===== config.mk =====
export PLATFORM = sky130hd
export DESIGN_NAME = patid_region_match_flat
export DESIGN_NICKNAME = d
export VERILOG_FILES = /design/src/rtl/patid_checker_pkg.sv /design/src/rtl/patid_checker_if.sv /design/src/rtl/patid_region_match.sv /design/src/flat_wrapper.sv
export SDC_FILE = /design/constraint.sdc
export NUM_CORES = 1
export LEC_CHECK = 0
export ABC_CLOCK_PERIOD_IN_PS = 5500
export CORE_AREA = 2 2 443 445
export DETAILED_ROUTE_END_ITERATION = 10
export DIE_AREA = 0 0 445 447
export PLACE_DENSITY = 0.3
export SETUP_SLACK_MARGIN = 0.05
export SLEW_MARGIN = 20
export SYNTH_ARGS = -nofsm -noshare
export SYNTH_HDL_FRONTEND = slang
export SYNTH_SLANG_ARGS = --single-unit

===== constraint.sdc =====
create_clock -name vclk -period 5.5
set_input_delay 0.825 -clock vclk [all_inputs]
set_output_delay 0.825 -clock vclk [all_outputs]
set_load 0.005 [all_outputs]

===== src/rtl/patid_checker_pkg.sv =====
// Shared types for the PATID checker: region modes, region configuration and
// a minimal AXI request/response shape used as the default link type.
package patid_checker_pkg;

    localparam int unsigned ConfAddrWidth  = 64;
    localparam int unsigned ConfPatidWidth = 4;

    typedef enum logic [1:0] {
        OFF   = 2'd0,
        TOR   = 2'd1,
        NAPOT = 2'd3
    } addr_mode_e;

    typedef struct packed {
        addr_mode_e                 mode;
        logic [ConfAddrWidth-1:0]   addr;
        logic [ConfAddrWidth-1:0]   size;
        logic [ConfPatidWidth-1:0]  patid;
    } addr_conf_t;

    typedef struct packed {
        logic [47:0] addr;
        logic [7:0]  user;
    } default_ax_t;

    typedef struct packed {
        default_ax_t aw;
        logic        aw_valid;
        default_ax_t ar;
        logic        ar_valid;
    } default_req_t;

    typedef struct packed {
        logic aw_ready;
        logic ar_ready;
    } default_rsp_t;

    function automatic logic napot_hit(input logic [ConfAddrWidth-1:0] a,
                                       input logic [ConfAddrWidth-1:0] base,
                                       input logic [ConfAddrWidth-1:0] size);
        return (a & ~size) == (base & ~size);
    endfunction

    function automatic logic tor_hit(input logic [ConfAddrWidth-1:0] a,
                                     input logic [ConfAddrWidth-1:0] lo,
                                     input logic [ConfAddrWidth-1:0] hi);
        return (a >= lo) && (a < hi);
    endfunction

endpackage


===== src/rtl/patid_checker_if.sv =====
// Address-to-PATID lookup channel between the checker and its region matchers.
interface patid_checker_if #(
    parameter int unsigned AddrWidth = 48,
    parameter int unsigned PatidW    = 4
) ();
    logic [AddrWidth-1:0] addr;
    logic [PatidW-1:0]    patid;

    modport master (output addr, input patid);
    modport slave  (input addr, output patid);
endinterface


===== src/rtl/patid_region_match.sv =====
// Combinational lookup: expected PATID of the lowest-index region covering an address.
module patid_region_match
    import patid_checker_pkg::*;
#(
    parameter int unsigned NumAddrConf = 8,
    parameter int unsigned AddrWidth   = 48,
    parameter int unsigned PatidW      = 4
) (
    input  addr_conf_t [NumAddrConf-1:0] addr_conf_i,
    patid_checker_if.slave               lkp
);

    logic [ConfAddrWidth-1:0] addr_ext;
    logic [ConfAddrWidth-1:0] lower;
    logic                     found;
    logic                     hit;
    logic [PatidW-1:0]        patid_d;

    assign addr_ext = ConfAddrWidth'(lkp.addr);

    // A TOR region's lower bound is the previous entry's address, whatever its mode.
    always_comb begin
        found   = 1'b0;
        hit     = 1'b0;
        lower   = '0;
        patid_d = '0;
        for (int i = 0; i < NumAddrConf; i++) begin
            case (addr_conf_i[i].mode)
                TOR:     hit = tor_hit(addr_ext, lower, addr_conf_i[i].addr);
                NAPOT:   hit = napot_hit(addr_ext, addr_conf_i[i].addr, addr_conf_i[i].size);
                default: hit = 1'b0;
            endcase
            if (hit && !found) begin
                found   = 1'b1;
                patid_d = PatidW'(addr_conf_i[i].patid);
            end
            lower = addr_conf_i[i].addr;
        end
    end

    assign lkp.patid = patid_d;

endmodule


===== src/flat_wrapper.sv =====
// flat-port wrapper written by rule: the top's interface ports become plain ports
module patid_region_match_flat import patid_checker_pkg::*;
#(
    parameter int unsigned NumAddrConf = 8,
    parameter int unsigned AddrWidth   = 48,
    parameter int unsigned PatidW      = 4
)
  (addr_conf_i, lkp_addr, lkp_patid);
  patid_checker_if #(.AddrWidth(AddrWidth), .PatidW(PatidW)) lkp_i ();
  input  addr_conf_t [NumAddrConf-1:0] addr_conf_i;
  input wire logic [$bits(lkp_i.addr)-1:0] lkp_addr;
  output wire logic [$bits(lkp_i.patid)-1:0] lkp_patid;
  assign lkp_i.addr = lkp_addr;
  assign lkp_patid = lkp_i.patid;
  patid_region_match #(.NumAddrConf(NumAddrConf), .AddrWidth(AddrWidth), .PatidW(PatidW)) u_core (.addr_conf_i(addr_conf_i), .lkp(lkp_i));
endmodule

==> Yosys cells after proc, flatten, opt, wreduce, memory -nomap -nowiden <==
Cells that the tools add are included.
{ "op_classes": {"muxes": 23, "bitwise_logic": 24, "n_lt_le_gt_ge": 16, "reduce_logical": 22, "eq_ne": 24} }
{ "op_table": {"columns": ["cell", "n"], "rows": [
  ["AND 48 x 64 -> 64 bit", 8],
  ["AND 64 bit", 8],
  ["== test 64 bit", 8],
  ["< comparator 48 x 64 -> 1 bit", 8],
  ["NOT 64 bit", 8],
  [">= comparator 48 x 64 -> 1 bit", 7],
  [">= comparator 48 x 1 -> 1 bit (second input constant)", 1],
  ["two-way mux 4 bit", 8],
  ["== test 2 x 1 -> 1 bit (second input constant)", 8],
  ["== test 2 bit (second input constant)", 8],
  ["one-hot mux 1 bit (2 select lines)", 8],
  ["logical AND 1 bit", 15],
  ["logical NOT 1 bit", 7],
  ["two-way mux 1 bit", 7]
]} }
{ "word_totals": {"register_bits": 0, "output_inout_bits": 4, "input_bits": 1120, "wordCells": 109} }

==> Longest topological paths before layout <==
{ "depth": {"depth_word": 26, "mapped_depth": 13, "ltp_nobuf": 12} }

==> Least setup slack after synthesis <==
No wires, ideal clock.
{ "synth_path": {"path_type": "input-to-output", "startpoint": "in addr_conf_i[231] (netlist bit)", "endpoint": "out lkp_patid[3]", "stages": 12, "t_arrival_ps": 3299, "slack_ps": 1376, "cell_sequence": "inv_1 ha_1 nand4_2 nor4_2 nand4_1 or4_1 o2111ai_1 o2111ai_2 o21ai_4 nor3_2 a222oi_1 o211ai_1"} }
{ "synth_via": {"elab_chain_len": 23} }
{ "synth_rtl": {"columns": ["element", "line_no", "text"], "rows": [
  ["from (decl)", "flat_wrapper.sv:10", "input addr_conf_t [NumAddrConf-1:0] addr_conf_i;"],
  ["< comparator 48 x 64 -> 1 bit or AND 64 bit (tied branches)", "patid_checker_pkg.sv:47, patid_checker_pkg.sv:41", null],
  ["logical AND 1 bit or == test 64 bit (tied branches)", "patid_checker_pkg.sv:47, patid_checker_pkg.sv:41", null],
  ["one-hot mux 1 bit (2 select lines)", "patid_region_match.sv:28", "case (addr_conf_i[i].mode)"],
  ["logical AND 1 bit", "patid_region_match.sv:33", "if (hit && !found) begin"],
  ["two-way mux 1 bit", "patid_region_match.sv:33", null],
  ["logical NOT 1 bit", "patid_region_match.sv:33", null],
  ["logical AND 1 bit", "patid_region_match.sv:33", null],
  ["two-way mux 1 bit", "patid_region_match.sv:33", null],
  ["(+7 left out)", null, null],
  ["logical AND 1 bit", "patid_region_match.sv:33", null],
  ["two-way mux 1 bit", "patid_region_match.sv:33", null],
  ["logical NOT 1 bit", "patid_region_match.sv:33", null],
  ["logical AND 1 bit", "patid_region_match.sv:33", null],
  ["two-way mux 1 bit", "patid_region_match.sv:33", null],
  ["logical NOT 1 bit", "patid_region_match.sv:33", null],
  ["logical AND 1 bit", "patid_region_match.sv:33", null],
  ["two-way mux 4 bit (*)", "patid_region_match.sv:33", null],
  ["to (decl)", "flat_wrapper.sv:12", "output wire logic [$bits(lkp_i.patid)-1:0] lkp_patid;"]
]} }
Mark *: on every way between the ends. The rest lies on a longest branch, timed or not.

==> Worst setup path in the final report <==
{ "layout_path": {"startpoint": "in lkp_addr[31]", "endpoint": "out lkp_patid[3]"} }
{ "layout_via": {"elab_chain_len": 25} }
{ "layout_rtl": {"columns": ["element", "line_no", "text"], "rows": [
  ["from (decl)", "flat_wrapper.sv:11", "input wire logic [$bits(lkp_i.addr)-1:0] lkp_addr;"],
  ["< comparator 48 x 64 -> 1 bit, or another cell as far along", "patid_checker_pkg.sv:47", "return (a >= lo) && (a < hi);"],
  ["logical AND 1 bit or == test 64 bit (tied branches)", "patid_checker_pkg.sv:47, patid_checker_pkg.sv:41", null],
  ["one-hot mux 1 bit (2 select lines)", "patid_region_match.sv:28", null],
  ["two-way mux 1 bit", "patid_region_match.sv:33", null],
  ["logical NOT 1 bit", "patid_region_match.sv:33", null],
  ["logical AND 1 bit", "patid_region_match.sv:33", null],
  ["two-way mux 1 bit", "patid_region_match.sv:33", null],
  ["logical NOT 1 bit", "patid_region_match.sv:33", null],
  ["(+9 left out)", null, null],
  ["logical AND 1 bit", "patid_region_match.sv:33", null],
  ["two-way mux 1 bit", "patid_region_match.sv:33", null],
  ["logical NOT 1 bit", "patid_region_match.sv:33", null],
  ["logical AND 1 bit", "patid_region_match.sv:33", null],
  ["two-way mux 1 bit", "patid_region_match.sv:33", null],
  ["logical NOT 1 bit", "patid_region_match.sv:33", null],
  ["logical AND 1 bit", "patid_region_match.sv:33", null],
  ["two-way mux 4 bit (*)", "patid_region_match.sv:33", null]
]} }
Marks and branches as above.

==> results.json <==
{
  "hpwl_mm": 215,
  "crit_buf_inv": 5,
  "final_common_cell": "clkdlybuf4s50_1",
  "rows": 162,
  "cp.arrival_ns": 4.49,
  "wl_per_cell_um": 33.0,
  "pin_count": 1124,
  "cp_slowest_cell": "or4_4",
  "fp.dieW_um": 445,
  "area_delta_synth_final_pct": 125,
  "synth_fp_nets": 4022,
  "port_buffers": 1124,
  "grt_remaining_overflow": 0,
  "rsz0062_at_grt": "no",
  "critPathMaxFanout": 6,
  "drt_wl_total_mm": 229,
  "yosysWarnings": 0,
  "via_per_inst": 3.86,
  "critPathKind": "input pin to output pin",
  "max-slew-margin-rel_pct": 45.0,
  "drc": 0,
  "nets": 5891,
  "synthCells": 2519,
  "drt_first_pass_iters": 8,
  "peakVddDrop_mv": 0.0234,
  "tightest_slew_ns": 0.817,
  "start_kind": "input pin",
  "worst_path_largest_cell_delay_ns": 0.55,
  "mostFrequentLayoutCells": "1018 x clkdlybuf4s50_1, 715 x buf_4, 477 x inv_1",
  "required_ns": 4.68,
  "timing.final.crit_share_pct": 96.6,
  "hold_viol_final": 0,
  "hold_ws_ns": 2.40,
  "status": "complete, no violations",
  "drv_cap": 0,
  "p_leak_nw": 17.3,
  "ant_nets": 0,
  "drtIter0Drc": 1522,
  "start_util_pct": 8.99,
  "critPathCaptureType": "output pin",
  "fin_crit_ns": 5.31,
  "worst_slack_ns": 0.187,
  "grt_antenna_before_repair": 73,
  "grt_pass1_vias": 28300,
  "pre_cts_slack_ns": -1.54,
  "finalMaxSlewViolations": 0,
  "coreArea_um2": 194000,
  "yosysSeqAreaShare_pct": 0,
  "synth_area_um2": 17500,
  "route.vias.total": 26800,
  "fmax_ghz": 0.188,
  "layout-drive-gt1-share_pct": 22.0,
  "cp_top_family": "simple AND/OR/NAND/NOR gates",
  "syn_area_per_cell_um2": 6.93,
  "min_path_type": "input pin to output pin",
  "clkbuf_count": 0,
  "seq_cell_count": 0,
  "register_area_um2": 0,
  "grt_use_total_pct": 22.0,
  "power_mw": 3.60,
  "cp_cell_sequence": "buf_4 > buf_4 > buf_12 > ha_1 > nand4_2 > nor4_4 > nand4_1 > buf_4 > or4_4 > o2111ai_2 > o2111ai_2 > o21ai_4 > nor3_2 > a222oi_1 > o211ai_1 > buf_4",
  "cpMostUsedCell": "buf_4",
  "die_h_um": 447,
  "grt_max_degree": 13,
  "yosysUniqueCellTypes": 66,
  "grt_pass1_wl_mm": 285,
  "setup_violations": 0,
  "dieArea_um2": 199000,
  "globalplace.congestion": 0.930,
  "holdBufCountCts": 0,
  "power.density_nw_per_um2": 91.7
}
-- synthesized netlist by cell type, drive strengths merged (11+ instances only) --
cell     number  area [µm²]
inv         482        1810
xnor2       384        3360
ha          383        4790
o22ai       234        1460
a21oi       133         666
nor4        108         694
nand4       101         644
nand2        94         353
nor2         89         334
o21ai        66         342
nand3        65         330
nand2b       52         325
a21o         37         278
nor3         33         170
clkbuf       27         101
buf          21         105
o211ai       19         143
a211oi       15         113
a221oi       15         131
o2111ai      15         138
and4         12         105
nor2b        12        75.1
o21a         12        90.1
or4          12        90.1
a221o        11         110
-- routing by layer --
metal  vias up  track usage (%)  share of wire [%]
li1      12900                -                  -
met1     12800             22.7                 36
met2       943             46.4                 58
met3       188             2.21                3.6
met4        20             4.82                2.5
met5         -                0              0.055
-- layout make-up --
| type | count | area (µm²) |
|---|---|---|
| Antenna cell | 23 | 57.6 |
| Fill cell | 22000 | 155000 |
| Inverter | 482 | 1810 |
| Multi-Input combinational cell | 1989 | 16400 |
| Tap cell | 2542 | 3180 |
| Timing Repair Buffer | 1915 | 17900 |
-- path summary, 6_finish.rpt --
kind                  slack [ns]      endpoint        startpoint  depth (start not counted)
worst min-delay path        2.40  lkp_patid[0]  addr_conf_i[804]                          4
worst max-delay path        0.19  lkp_patid[3]      lkp_addr[31]                         16
-- power by group --
part	total, mW	switching, mW	internal [mW]
combinational	3.60	1.79	1.81
clock	0.000000581	0	0.000000581
sequential	0	0	0
-- logic make-up (layout without fill, tap and decap cells) --
group | after synthesis | after routing | synth area share, %
AOI/OAI and AO/OA | 611 | 611 | 22.6
xor gates and xnor gates | 384 | 384 | 19.3
other | 0 | 23 | 0
buffers and inverters | 530 | 2397 | 11.5
and+or+nand+nor | 611 | 611 | 19.2
adders and majority gates | 383 | 383 | 27.4
-- per-stage QoR --
step	utilization [%]	setup TNS (ns)	cells	area (µm²)
5_1_grt	20.2	0	6948	39300
4_1_cts	20.0	0	6922	38800
3_5_place_dp	19.5	-5.59	6902	37900
3_3_place_gp	19.5	-5.73	6902	37900
6_report	20.2	0	6951	39300
2_1_floorplan	-	0	2519	17500
-- repair_timing --
action                                  CTS  global route
gates resized for setup                 202            99
pin swaps                                47            55
setup buffers                            21             8
endpoints found under the setup margin    4             4
Note: power is estimated with default switching activity, not from simulation.
